## config.mk

```make
export PLATFORM = sky130hd
export DESIGN_NAME = display_row_scan_controller
export DESIGN_NICKNAME = d
export VERILOG_FILES = /design/src/rtl/display_row_scan_controller.sv
export SDC_FILE = /design/constraint.sdc
export NUM_CORES = 1
export LEC_CHECK = 0
export ABC_AREA = 1
export CORE_MARGIN = 2
export CORE_UTILIZATION = 51
export CTS_BUF_LIST = sky130_fd_sc_hd__clkbuf_8 sky130_fd_sc_hd__clkbuf_16
export CTS_CLUSTER_DIAMETER = 80
export DETAILED_ROUTE_END_ITERATION = 8
export PLACE_DENSITY = 0.82
export SLEW_MARGIN = 20
export SYNTH_ARGS = -nofsm -noshare
export SYNTH_HDL_FRONTEND = slang
export SYNTH_SLANG_ARGS = --single-unit
```

## constraint.sdc

```tcl
create_clock -name clk -period 3.3 [get_ports clk]
set_clock_uncertainty 0.1 [all_clocks]
set_input_delay 0.33 -clock clk [delete_from_list [all_inputs] [get_ports clk]]
set_output_delay 0.33 -clock clk [all_outputs]
set_load 0.02 [all_outputs]
```

## src/rtl/display_row_scan_controller.sv

```systemverilog
// Row/bit-plane scan sequencer for a multiplexed LED panel: shift, blank, latch, display.
// Optional ghost blanking (doubled blank with mid-point row switch) via DISPLAY_SCAN_GHOST_BLANK_EN.
module display_row_scan_controller #(
  parameter int bitwidth     = 8,
  parameter int rows         = 16,
  parameter int blank_cycles = 2
) (
  input  logic                                     clk,
  input  logic                                     rst,
  input  logic                                     enable,
  output logic                                     shift_req,
  input  logic                                     shift_done,
  output logic [((rows > 1) ? $clog2(rows) : 1)-1:0]         shift_row,
  output logic [((bitwidth > 1) ? $clog2(bitwidth) : 1)-1:0] shift_plane,
  output logic [((rows > 1) ? $clog2(rows) : 1)-1:0]         row_addr,
  output logic                                     lat,
  output logic                                     oe_n,
  output logic                                     pulse_go,
  input  logic                                     pulse_complete,
  input  logic                                     pulse_full_complete,
  output logic                                     frame_done
);

  localparam int RW = (rows > 1) ? $clog2(rows) : 1;
  localparam int PW = (bitwidth > 1) ? $clog2(bitwidth) : 1;
  localparam int BW = $clog2(2 * blank_cycles + 1);
  localparam logic [RW-1:0] ROW_LAST   = RW'(rows - 1);
  localparam logic [PW-1:0] PLANE_LAST = PW'(bitwidth - 1);
  localparam logic [BW-1:0] BLANK_LAST = BW'(blank_cycles - 1);
`ifdef DISPLAY_SCAN_GHOST_BLANK_EN
  localparam logic [BW-1:0] BLANK_LAST_GHOST = BW'(2 * blank_cycles - 1);
`endif

  typedef enum logic [2:0] {IDLE, SHIFT, BLANK, LATCH, DISPLAY} state_t;

  state_t        state_reg, state_next;
  logic [RW-1:0] row_reg, row_next;
  logic [PW-1:0] plane_reg, plane_next;
  logic [RW-1:0] row_addr_reg, row_addr_next;
  logic [BW-1:0] blank_cnt_reg, blank_cnt_next;
  logic          frame_done_reg, frame_done_next;
`ifdef DISPLAY_SCAN_GHOST_BLANK_EN
  logic          row_change_reg, row_change_next;
`endif

  always_ff @(posedge clk) begin
    if (rst) begin
      state_reg      <= IDLE;
      row_reg        <= '0;
      plane_reg      <= '0;
      row_addr_reg   <= '0;
      blank_cnt_reg  <= '0;
      frame_done_reg <= 1'b0;
`ifdef DISPLAY_SCAN_GHOST_BLANK_EN
      row_change_reg <= 1'b0;
`endif
    end else begin
      state_reg      <= state_next;
      row_reg        <= row_next;
      plane_reg      <= plane_next;
      row_addr_reg   <= row_addr_next;
      blank_cnt_reg  <= blank_cnt_next;
      frame_done_reg <= frame_done_next;
`ifdef DISPLAY_SCAN_GHOST_BLANK_EN
      row_change_reg <= row_change_next;
`endif
    end
  end

  always_comb begin
    state_next      = state_reg;
    row_next        = row_reg;
    plane_next      = plane_reg;
    row_addr_next   = row_addr_reg;
    blank_cnt_next  = blank_cnt_reg;
    frame_done_next = 1'b0;
`ifdef DISPLAY_SCAN_GHOST_BLANK_EN
    row_change_next = row_change_reg;
`endif
    shift_req = 1'b0;
    lat       = 1'b0;
    oe_n      = 1'b1;
    pulse_go  = 1'b0;

    case (state_reg)
      IDLE: begin
        if (enable) state_next = SHIFT;
      end
      SHIFT: begin
        shift_req = 1'b1;
        if (shift_done) begin
          state_next     = BLANK;
          blank_cnt_next = '0;
`ifdef DISPLAY_SCAN_GHOST_BLANK_EN
          // A changing row defers the address switch to the middle of a doubled blank.
          row_change_next = (row_reg != row_addr_reg);
          if (row_reg == row_addr_reg) row_addr_next = row_reg;
`else
          row_addr_next = row_reg;
`endif
        end
      end
      BLANK: begin
`ifdef DISPLAY_SCAN_GHOST_BLANK_EN
        if (row_change_reg && blank_cnt_reg == BLANK_LAST) row_addr_next = row_reg;
        if (blank_cnt_reg == (row_change_reg ? BLANK_LAST_GHOST : BLANK_LAST))
          state_next = LATCH;
        else
          blank_cnt_next = blank_cnt_reg + BW'(1);
`else
        if (blank_cnt_reg == BLANK_LAST)
          state_next = LATCH;
        else
          blank_cnt_next = blank_cnt_reg + BW'(1);
`endif
      end
      LATCH: begin
        lat        = 1'b1;
        state_next = DISPLAY;
      end
      DISPLAY: begin
        oe_n     = 1'b0;
        pulse_go = 1'b1;
        if (pulse_complete || pulse_full_complete) begin
          // The pulse generator decides when a row is done; the plane counter only guards overflow.
          if (pulse_full_complete || plane_reg == PLANE_LAST) begin
            plane_next = '0;
            if (row_reg == ROW_LAST) begin
              row_next        = '0;
              frame_done_next = 1'b1;
            end else begin
              row_next = row_reg + RW'(1);
            end
          end else begin
            plane_next = plane_reg + PW'(1);
          end
          state_next = enable ? SHIFT : IDLE;
        end
      end
      default: state_next = IDLE;
    endcase
  end

  assign shift_row   = row_reg;
  assign shift_plane = plane_reg;
  assign row_addr    = row_addr_reg;
  assign frame_done  = frame_done_reg;

endmodule

```

Word level (Yosys, flattened, before mapping)
Index checks and enable logic that the tools add are counted.

cells by class
  mux-type cells = 16
  equality and inequality tests = 12
  bitwise logic cells = 3
  reductions and logical operators = 10
  $add $sub $neg = 3

operators by type and width
  cell                                                                   number
  3-bit 2-to-1 mux                                                       7
  3-bit case mux with 5 select lines                                     1
  2-bit inequality test, second input constant                           5
  3-bit by 1-bit adder with 3-bit output, second input constant          2
  3-bit by 1-bit equality test with 1-bit output, second input constant  2
  3-bit by 2-bit equality test with 1-bit output, second input constant  2
  3-bit equality test, second input constant                             2
  1-bit 2-to-1 mux                                                       6
  3-bit case mux with 2 select lines                                     1
  3-bit AND reduction                                                    2
  4-bit by 1-bit adder with 4-bit output, second input constant          1
  4-bit equality test, second input constant                             1
  4-bit 2-to-1 mux                                                       1
  2-bit AND reduction                                                    2
  4-bit AND reduction                                                    1
  4-bit OR reduction                                                     1
  3-bit logical NOT                                                      1
  1-bit NOT                                                              3
  1-bit logical OR                                                       2
  2-bit nonzero test                                                     1

word-level totals
  logic and storage cells = 50
  flip-flop bits (word level) = 18

Longest topological paths before layout
Gate-level depths: netlist (run 1).

  depth after elaboration = 4
  gate-level depth with buffers = 8

Worst setup path before layout (run 1)
OpenSTA, ideal clock, no wires.

  kind = register to register
  start point = register plane_reg[0] (netlist: shift_plane[0])
  end point = register row_reg[0] (netlist: shift_row[0])
  stages on the path, launching flop included = 8
  required time = 3130 ps
  arrival = 1342 ps
  setup time = 70 ps
  slack = 1788 ps
  cell sequence = dfxtp_1 ha_1 ha_1 nor2_1 inv_1 nand2_4 nand2_1 a21oi_1

on the way
  word-level cells in the longest chain between the ends = 3

ends and longest elaborated chain
  what                                  line  RTL
  start, declared                       38    logic [PW-1:0] plane_reg, plane_next;
  start signal, assigned                60    plane_reg <= plane_next;
  3-bit equality test                   126   if (pulse_full_complete || plane_reg == PLANE_LAST) begin
  1-bit logical OR                      126
  3-bit AND reduction (no source line)  -
  end signal, assigned                  59    row_reg <= row_next;
  end, declared                         37    logic [RW-1:0] row_reg, row_next;

No other way between the ends.
A chain may end at the register's enable or synchronous reset.

Worst setup path after layout (run 1)
  start point = register state_reg[1]
  end point = output port shift_req

on the way
  word-level cells in the longest chain between the ends = 2

ends and longest elaborated chain
  what                                            line  RTL
  start, declared                                 36    state_t state_reg, state_next;
  start signal, assigned                          58    state_reg <= state_next;
  3-bit by 1-bit equality test with 1-bit output  85    case (state_reg)
  1-bit 2-to-1 mux                                85
  end, declared                                   11    output logic shift_req,

No other way between the ends.

==> results.json, run 1 <==
{
  "syn-num-nets": 128,
  "grt_pass1_wl_mm": 3.09,
  "grt_max_degree": 13,
  "core_sq_um": 1710,
  "vias": 845,
  "pre_cts_slack_ns": 1.54,
  "cts.repair.resized": 0,
  "holdWs_ns": 0.385,
  "postCtsHoldBufs": 0,
  "endpoint_kind": "output pin",
  "synth_edf_count": 0,
  "crit_required_ns": 2.87,
  "cts.htree.levels": 1,
  "worst_slew_pin_slew_ns": 0.467,
  "netlist_area_sq_um": 925,
  "ys.flop_type": "dfxtp_1",
  "fp.dieH_microns": 46.6,
  "drive_gt1_frac": 0.121,
  "synth_seq_cells": 18,
  "cp.arrival_ns": 1.60,
  "cp_max_fo": 6,
  "period_share": 0.616,
  "postRouteAntennaNets": 0,
  "yosys.area.top_type": "dfxtp_1",
  "powerDensity_nw_per_um2": 414,
  "numCtsBuffers": 3,
  "firstDrtPassIters": 3,
  "clk_latency_ns": 0.25,
  "synthTopCellsByCount": "18 x dfxtp_1, 18 x nand2_1, 16 x a21oi_1, 13 x inv_1, 12 x nand3_1",
  "dp_hpwl_mm": 1.44,
  "grt.total_usage": 0.193,
  "stdcell_count": 166,
  "synth.distinct_cells": 22,
  "viasPerCell": 5.09,
  "setup_ws_ns": 1.27,
  "rsz0062_at_grt": "false",
  "port_buffers": 21,
  "max_freq_mhz": 492,
  "die-area_sq_um": 2170,
  "syn_inst": 117,
  "start_util": 0.541,
  "yosysSeqAreaShare": 0.390,
  "drt_wl_total_mm": 1.92,
  "place_inst": 162,
  "final_core_util": 0.713,
  "finalNetCount": 153,
  "p_leak_nw": 0.506,
  "fin_crit_ns": 2.03,
  "status": "finished clean",
  "netlist_top_cells_area": "dfxtp_1 39%, a21oi_1 8.7%, nand2_1 7.3%",
  "hp-class": "flop to flop",
  "fin_tns_setup_ns": 0,
  "diodes": 0,
  "drt_first_iter_violations": 15,
  "synthToLayoutAreaGrowth_pct": 31.7,
  "critPathLaunchType": "flop",
  "drt-wirelength-per-cell_microns": 11.6,
  "slew_violations": 0,
  "async_reset_ff_frac": 0,
  "setup_viol": 0,
  "syn_area_per_cell_sq_um": 7.90,
  "peakVddDrop_v": 0.000374,
  "grt_pass1_vias": 748,
  "yosys_warnings": 0,
  "gp_congestion": 0.808,
  "row_count": 15,
  "fillCellCount": 142,
  "clockRootBuffer": "clkbuf_8",
  "post-route-drc-count": 0,
  "max-cap-violations": 0,
  "post_cts_buffers": 0,
  "die_w_microns": 46.6,
  "clk_pin_slew_ns": 0.07,
  "ioPinCount": 22,
  "overflow": 0,
  "synth_top_area_share": 0.390,
  "cts.sinks": 18,
  "tritoncts": "done",
  "crit_type": "flop to output pin",
  "grt_antenna_before_repair": 0,
  "maxSlewHeadroom": 0.687,
  "hold_viol": 0,
  "clockBufferDepth": 2
}
-- critical path, stage by stage, from the launching register on --
cell and delay [ns]:
dfxtp_1 0.52, inv_1 0.13, nand3_2 0.11, inv_2 0.05
clkdlybuf4s50_1 0.54
-- path summary, 6_finish.rpt --
check | start | endpoint | slack, ns | depth (start not counted)
worst min-delay path | blank_cnt_reg[2] | blank_cnt_reg[2] | 0.39 | 2
worst min register to register | blank_cnt_reg[2] | blank_cnt_reg[2] | 0.39 | 2
worst max register to register | shift_plane[0] | shift_row[0] | 1.71 | 7
worst max-delay path | state_reg[1] | shift_req | 1.27 | 4
-- routing by layer --
metal | global-route usage | share of wire
met2 | 0.325 | 0.48
met4 | 0.0229 | 0.0021
met3 | 0.0314 | 0.047
met5 | 0 | 0
met1 | 0.266 | 0.46
-- cells by family after synthesis --
family / after synthesis / synth area share
compound gates: 22 / 0.123
xor+xnor: 1 / 0.00947
fa+ha+maj: 5 / 0.0677
buf+inv: 15 / 0.0609
flops: 18 / 0.390
simple gates: 56 / 0.349
-- layout by cell type (no fill, tap or decap) --
master / count
inv_1: 13
nand3_1: 12
nor2_8: 1
nand2_1: 18
nor3_1: 1
nor2_4: 1
o21ai_0: 5
xor2_1: 1
nand2_4: 3
nand3_2: 2
nand3b_1: 1
ha_1: 5
nand4_1: 4
nor2_1: 8
o21ai_2: 1
clkbuf_8: 4
dfxtp_1: 18
inv_2: 1
clkdlybuf4s50_1: 21
nor2_2: 3
or2_0: 1
nand3_4: 1
a21oi_1: 16
-- cell type report --
type,count,area [sq um],area share
well taps,25,31.3,0.0257
repair buffers,21,210,0.173
inverters,14,52.6,0.0432
multi-input cells,84,508,0.417
flip-flops and latches,18,360,0.296
clock buffers,4,55.1,0.0452
-- report_power, final --
part            total, W  internal [W]  switching [W]  leakage [nW]
clock network   0.000177      0.000106      0.0000717        0.0288
registers       0.000237      0.000226      0.0000106         0.146
logic          0.0000898     0.0000373      0.0000524         0.331
-- per-stage QoR --
step / power, W / cell area (sq um)
after floorplan: 0.000299 / 925
after global placement: 0.000329 / 1160
after detailed placement: 0.000331 / 1160
after CTS: 0.000508 / 1220
after global routing: 0.000525 / 1220
final: 0.000504 / 1220
No activity file was read; power rests on OpenSTA's default activity.
==> run 2, diff against run 1 <==
CORE_UTILIZATION = 48   (was 51)
PLACE_DENSITY = 0.78   (was 0.82)
clock period = 2 ns   (was 3.3 ns; I/O delays follow)
==> run 2 against run 1 <==
Sequential share of layout area grew 0.15 points; global-route usage is 0.60 points higher; non-clock buffer count is 1 higher; combinational power grew 67%; critical path depth stayed put; via count rose by 3.0%; routed wire length is 3.8% higher; die area is 5.7% higher; first-iteration DRC count is 47% higher; total power rose by 57%; final area decreased by 0.51%; worst hold slack lost 0.0028 ns.
==> results.json, run 2 (same netlist as run 1, synthesis figures left out) <==
{
  "clk_latency_ns": 0.25,
  "cts.sinks": 18,
  "fin_total_pwr_w": 0.000791,
  "diodes": 0,
  "fillCellCount": 173,
  "timing.rr.start": "shift_plane[0]",
  "firstDrtPassIters": 4,
  "viasPerCell": 5.24,
  "die_w_microns": 47.9,
  "drive_gt1_frac": 0.121,
  "post_cts_buffers": 0,
  "cts.htree.levels": 1,
  "ioPinCount": 22,
  "holdWs_ns": 0.383,
  "powerDensity_nw_per_um2": 653,
  "cts.repair.resized": 0,
  "drt_wl_total_mm": 2.00,
  "grt_max_degree": 12,
  "worst_slew_pin_slew_ns": 0.386,
  "post-route-drc-count": 0,
  "regArea_sq_um": 360,
  "drt_first_iter_violations": 22,
  "vias": 870,
  "grt.total_usage": 0.199,
  "fin_crit_ns": 1.89,
  "reg2regPathDepth": 7,
  "grt_pass1_wl_mm": 3.15,
  "gp_congestion": 0.737,
  "maxSlewHeadroom": 0.742,
  "peakVddDrop_v": 0.000472,
  "postRouteAntennaNets": 0,
  "r2r-end": "shift_row[0]",
  "core_sq_um": 1760,
  "r2r_slack_ns": 0.43,
  "row_count": 15,
  "multi_input_area_sq_um": 508,
  "crit_type": "flop to output pin",
  "drt-wirelength-per-cell_microns": 12.0,
  "mostFrequentLayoutCells": "21 x clkdlybuf4s50_1, 18 x nand2_1, 18 x dfxtp_1",
  "start_util": 0.524,
  "setup_ws_ns": 0.114,
  "overflow": 0,
  "period_share": 0.943,
  "endpoint_kind": "output pin",
  "clk_pin_slew_ns": 0.06,
  "hold_viol": 0,
  "endpoint": "shift_req",
  "finalNetCount": 154,
  "synthToLayoutAreaGrowth_pct": 31.0,
  "clockRootBuffer": "clkbuf_8",
  "status": "finished clean",
  "hp-class": "flop to flop",
  "slew_violations": 0,
  "crit_start": "state_reg[2]",
  "fin_tns_setup_ns": 0,
  "postCtsHoldBufs": 0,
  "rsz0062_at_grt": "false",
  "fp.dieH_microns": 47.9,
  "p_leak_nw": 0.504,
  "setup_viol": 0,
  "crit_required_ns": 1.70,
  "clockBufferDepth": 2,
  "pre_cts_slack_ns": 0.380,
  "die-area_sq_um": 2290,
  "final_common_cell": "clkdlybuf4s50_1",
  "max_freq_mhz": 530,
  "critPathLaunchType": "flop",
  "max-cap-violations": 0,
  "tritoncts": "done",
  "cp.arrival_ns": 1.59,
  "dp_hpwl_mm": 1.54,
  "cp_max_fo": 5,
  "grt_antenna_before_repair": 0,
  "port_buffers": 21,
  "numCtsBuffers": 3,
  "grt_pass1_vias": 763
}
[run 2: cell count changes in the layout (fill, tap and decap cells not counted), sizes merged]
cell    change
buf         +1
clkbuf      -1
[run 2: per-stage QoR]
| stage | cell area (sq um) | cells | utilization |
|---|---|---|---|
| detailed placement | 1170 | 163 | 0.663 |
| CTS | 1210 | 166 | 0.687 |
| finish | 1210 | 166 | 0.687 |
| global placement | 1170 | 163 | 0.663 |
| floorplan | 925 | 117 | - |
| global route | 1210 | 166 | 0.687 |
[run 2: area by class of cell]
class                      count  area share
inverter                      14      0.0434
sequential                    18       0.298
multi-input combinational     84       0.419
tap                           25      0.0258
timing repair buffer          22       0.180
clock buffer                   3      0.0341
[run 2: worst min path at each step]
| stage | start | endpoint | slack, ns | cells past startpoint |
|---|---|---|---|---|
| floorplan | rst | frame_done | 0.18 | 1 |
| global placement | blank_cnt_reg[2] | blank_cnt_reg[2] | 0.36 | 2 |
| detailed placement | blank_cnt_reg[2] | blank_cnt_reg[2] | 0.37 | 2 |
| CTS | blank_cnt_reg[2] | blank_cnt_reg[2] | 0.38 | 2 |
| global route | blank_cnt_reg[2] | blank_cnt_reg[2] | 0.40 | 2 |
| finish | blank_cnt_reg[2] | blank_cnt_reg[2] | 0.38 | 2 |
[run 2: critical path, stage by stage (launching register included)]
cell             delay, ns
dfxtp_1               0.37
inv_1                 0.17
nand3_2               0.11
inv_2                 0.09
clkdlybuf4s50_1       0.60
[run 2: metal layers]
| metal | part of all wire | routed length, microns | GRT usage | up-vias |
|---|---|---|---|---|
| met4 | 0.017 | 34 | 0.0973 | 0 |
| met3 | 0.046 | 91 | 0.0453 | 5 |
| met5 | 0 | 0 | 0 | - |
| li1 | - | - | - | 440 |
| met1 | 0.46 | 917 | 0.253 | 400 |
| met2 | 0.48 | 955 | 0.317 | 25 |
[run 2: power breakdown]
| group | leakage, nW | switching, W | internal, W |
|---|---|---|---|
| Combinational | 0.336 | 0.0000873 | 0.0000628 |
| Sequential | 0.146 | 0.0000182 | 0.000374 |
| Clock | 0.0216 | 0.000115 | 0.000134 |
==> run 3, diff against run 2 <==
CTS_CLUSTER_SIZE = 24   (was unset)
PLACE_DENSITY = 0.76   (was 0.78)
==> run 3 against run 2 <==
Sequential share of layout area is 0.33 points lower; routed wire length increased by 0.50%; worst hold slack worse by 0.0022 ns; critical path type unchanged; total power increased by 6.7%; sequential power about the same.
==> results.json, run 3 (same netlist as run 1, synthesis figures left out) <==
{
  "worst_slew_pin_slew_ns": 0.396,
  "clk_latency_ns": 0.25,
  "ioPinCount": 22,
  "cts.htree.levels": 1,
  "finalNetCount": 154,
  "timing.rr.start": "shift_plane[0]",
  "hp-class": "flop to flop",
  "cts.repair.resized": 0,
  "cp.arrival_ns": 1.62,
  "max_freq_mhz": 520,
  "p_leak_nw": 0.511,
  "core_sq_um": 1760,
  "max-cap-violations": 0,
  "min_from": "blank_cnt_reg[2]",
  "die-area_sq_um": 2290,
  "postRouteAntennaNets": 0,
  "crit_start": "state_reg[2]",
  "fin_tns_setup_ns": 0,
  "critPathLaunchType": "flop",
  "tritoncts": "done",
  "peakVddDrop_v": 0.000517,
  "grt_max_degree": 12,
  "viasPerCell": 5.09,
  "drt_first_iter_violations": 12,
  "slowest_stage": "clkdlybuf4s50_1",
  "clk_pin_slew_ns": 0.07,
  "status": "finished clean",
  "pre_cts_slack_ns": 0.355,
  "rsz0062_at_grt": "false",
  "die_w_microns": 47.9,
  "path_cells": "inv_1 -> nand3_2 -> inv_2 -> clkdlybuf4s50_1",
  "crit_type": "flop to output pin",
  "firstDrtPassIters": 4,
  "maxSlewHeadroom": 0.735,
  "clockBufferDepth": 2,
  "hold_viol": 0,
  "synthToLayoutAreaGrowth_pct": 32.5,
  "vias": 850,
  "final_common_cell": "clkdlybuf4s50_1",
  "grt_pass1_vias": 698,
  "reg2regPathDepth": 7,
  "mostFrequentLayoutCells": "21 x clkdlybuf4s50_1, 18 x nand2_1, 18 x dfxtp_1",
  "period_share": 0.962,
  "row_count": 15,
  "setup_ws_ns": 0.0753,
  "grt.total_usage": 0.190,
  "r2r_slack_ns": 0.39,
  "drt-wirelength-per-cell_microns": 12.0,
  "port_buffers": 21,
  "start_util": 0.524,
  "grt_pass1_wl_mm": 3.01,
  "clockRootBuffer": "clkbuf_8",
  "fin_crit_ns": 1.92,
  "gp_congestion": 0.763,
  "overflow": 0,
  "post-route-drc-count": 0,
  "fp.dieH_microns": 47.9,
  "powerDensity_nw_per_um2": 689,
  "post_cts_buffers": 0,
  "slew_violations": 0,
  "cts.sinks": 18,
  "final_core_util": 0.694,
  "dp_hpwl_mm": 1.50,
  "drive_gt1_frac": 0.127,
  "cp_max_fo": 5,
  "postCtsHoldBufs": 0,
  "place_inst": 163,
  "drt_wl_total_mm": 2.01,
  "endpoint": "shift_req",
  "crit_required_ns": 1.70,
  "grt_antenna_before_repair": 0,
  "diodes": 0,
  "slowest_delay_ns": 0.62,
  "stdcell_count": 167,
  "numCtsBuffers": 3,
  "r2r-end": "shift_row[0]",
  "endpoint_kind": "output pin",
  "setup_viol": 0
}
run 3: report_power, final:
| part | switching (W) | leakage [nW] | internal [W] |
|---|---|---|---|
| Combinational | 0.0000891 | 0.336 | 0.0000629 |
| Sequential | 0.0000182 | 0.146 | 0.000374 |
| Clock | 0.000125 | 0.0288 | 0.000175 |
run 3: area by class of cell:
cell class,count,area (sq um)
Fill cell,161,539
Multi-Input combinational cell,84,508
Sequential cell,18,360
Timing Repair Buffer,22,218
Clock buffer,4,55.1
Inverter,14,52.6
Tap cell,25,31.3
run 3: stage by stage:
stage | area [sq um] | power [W] | hold WS, ns
finish | 1220 | 0.000844 | 0.380
global route | 1220 | 0.000874 | 0.407
CTS | 1220 | 0.000847 | 0.381
detailed placement | 1170 | 0.000551 | 0.363
global placement | 1170 | 0.000545 | 0.364
floorplan | 925 | 0.000493 | 0.178
run 3: how the worst min path moves through the flow:
| stage | end | slack, ns | cells after the start |
|---|---|---|---|
| after global routing | shift_plane[1] | 0.41 | 2 |
| after floorplan | frame_done | 0.18 | 1 |
| after CTS | blank_cnt_reg[2] | 0.38 | 2 |
| after global placement | blank_cnt_reg[2] | 0.36 | 2 |
| final | blank_cnt_reg[2] | 0.38 | 2 |
| after detailed placement | blank_cnt_reg[2] | 0.36 | 2 |
run 3: routing by layer:
layer / share of wire / wire [microns] / global-route usage
met2: 0.48 / 955 / 0.312
met4: 0.014 / 29 / 0.0811
met1: 0.47 / 944 / 0.242
met3: 0.039 / 79 / 0.0377
met5: 0 / 0 / 0
run 3: worst max-delay path, delay by kind of cell (launching register included):
family        cells  cell delay, ns
flops             1            0.37
buf+inv           3            0.89
simple gates      1            0.11
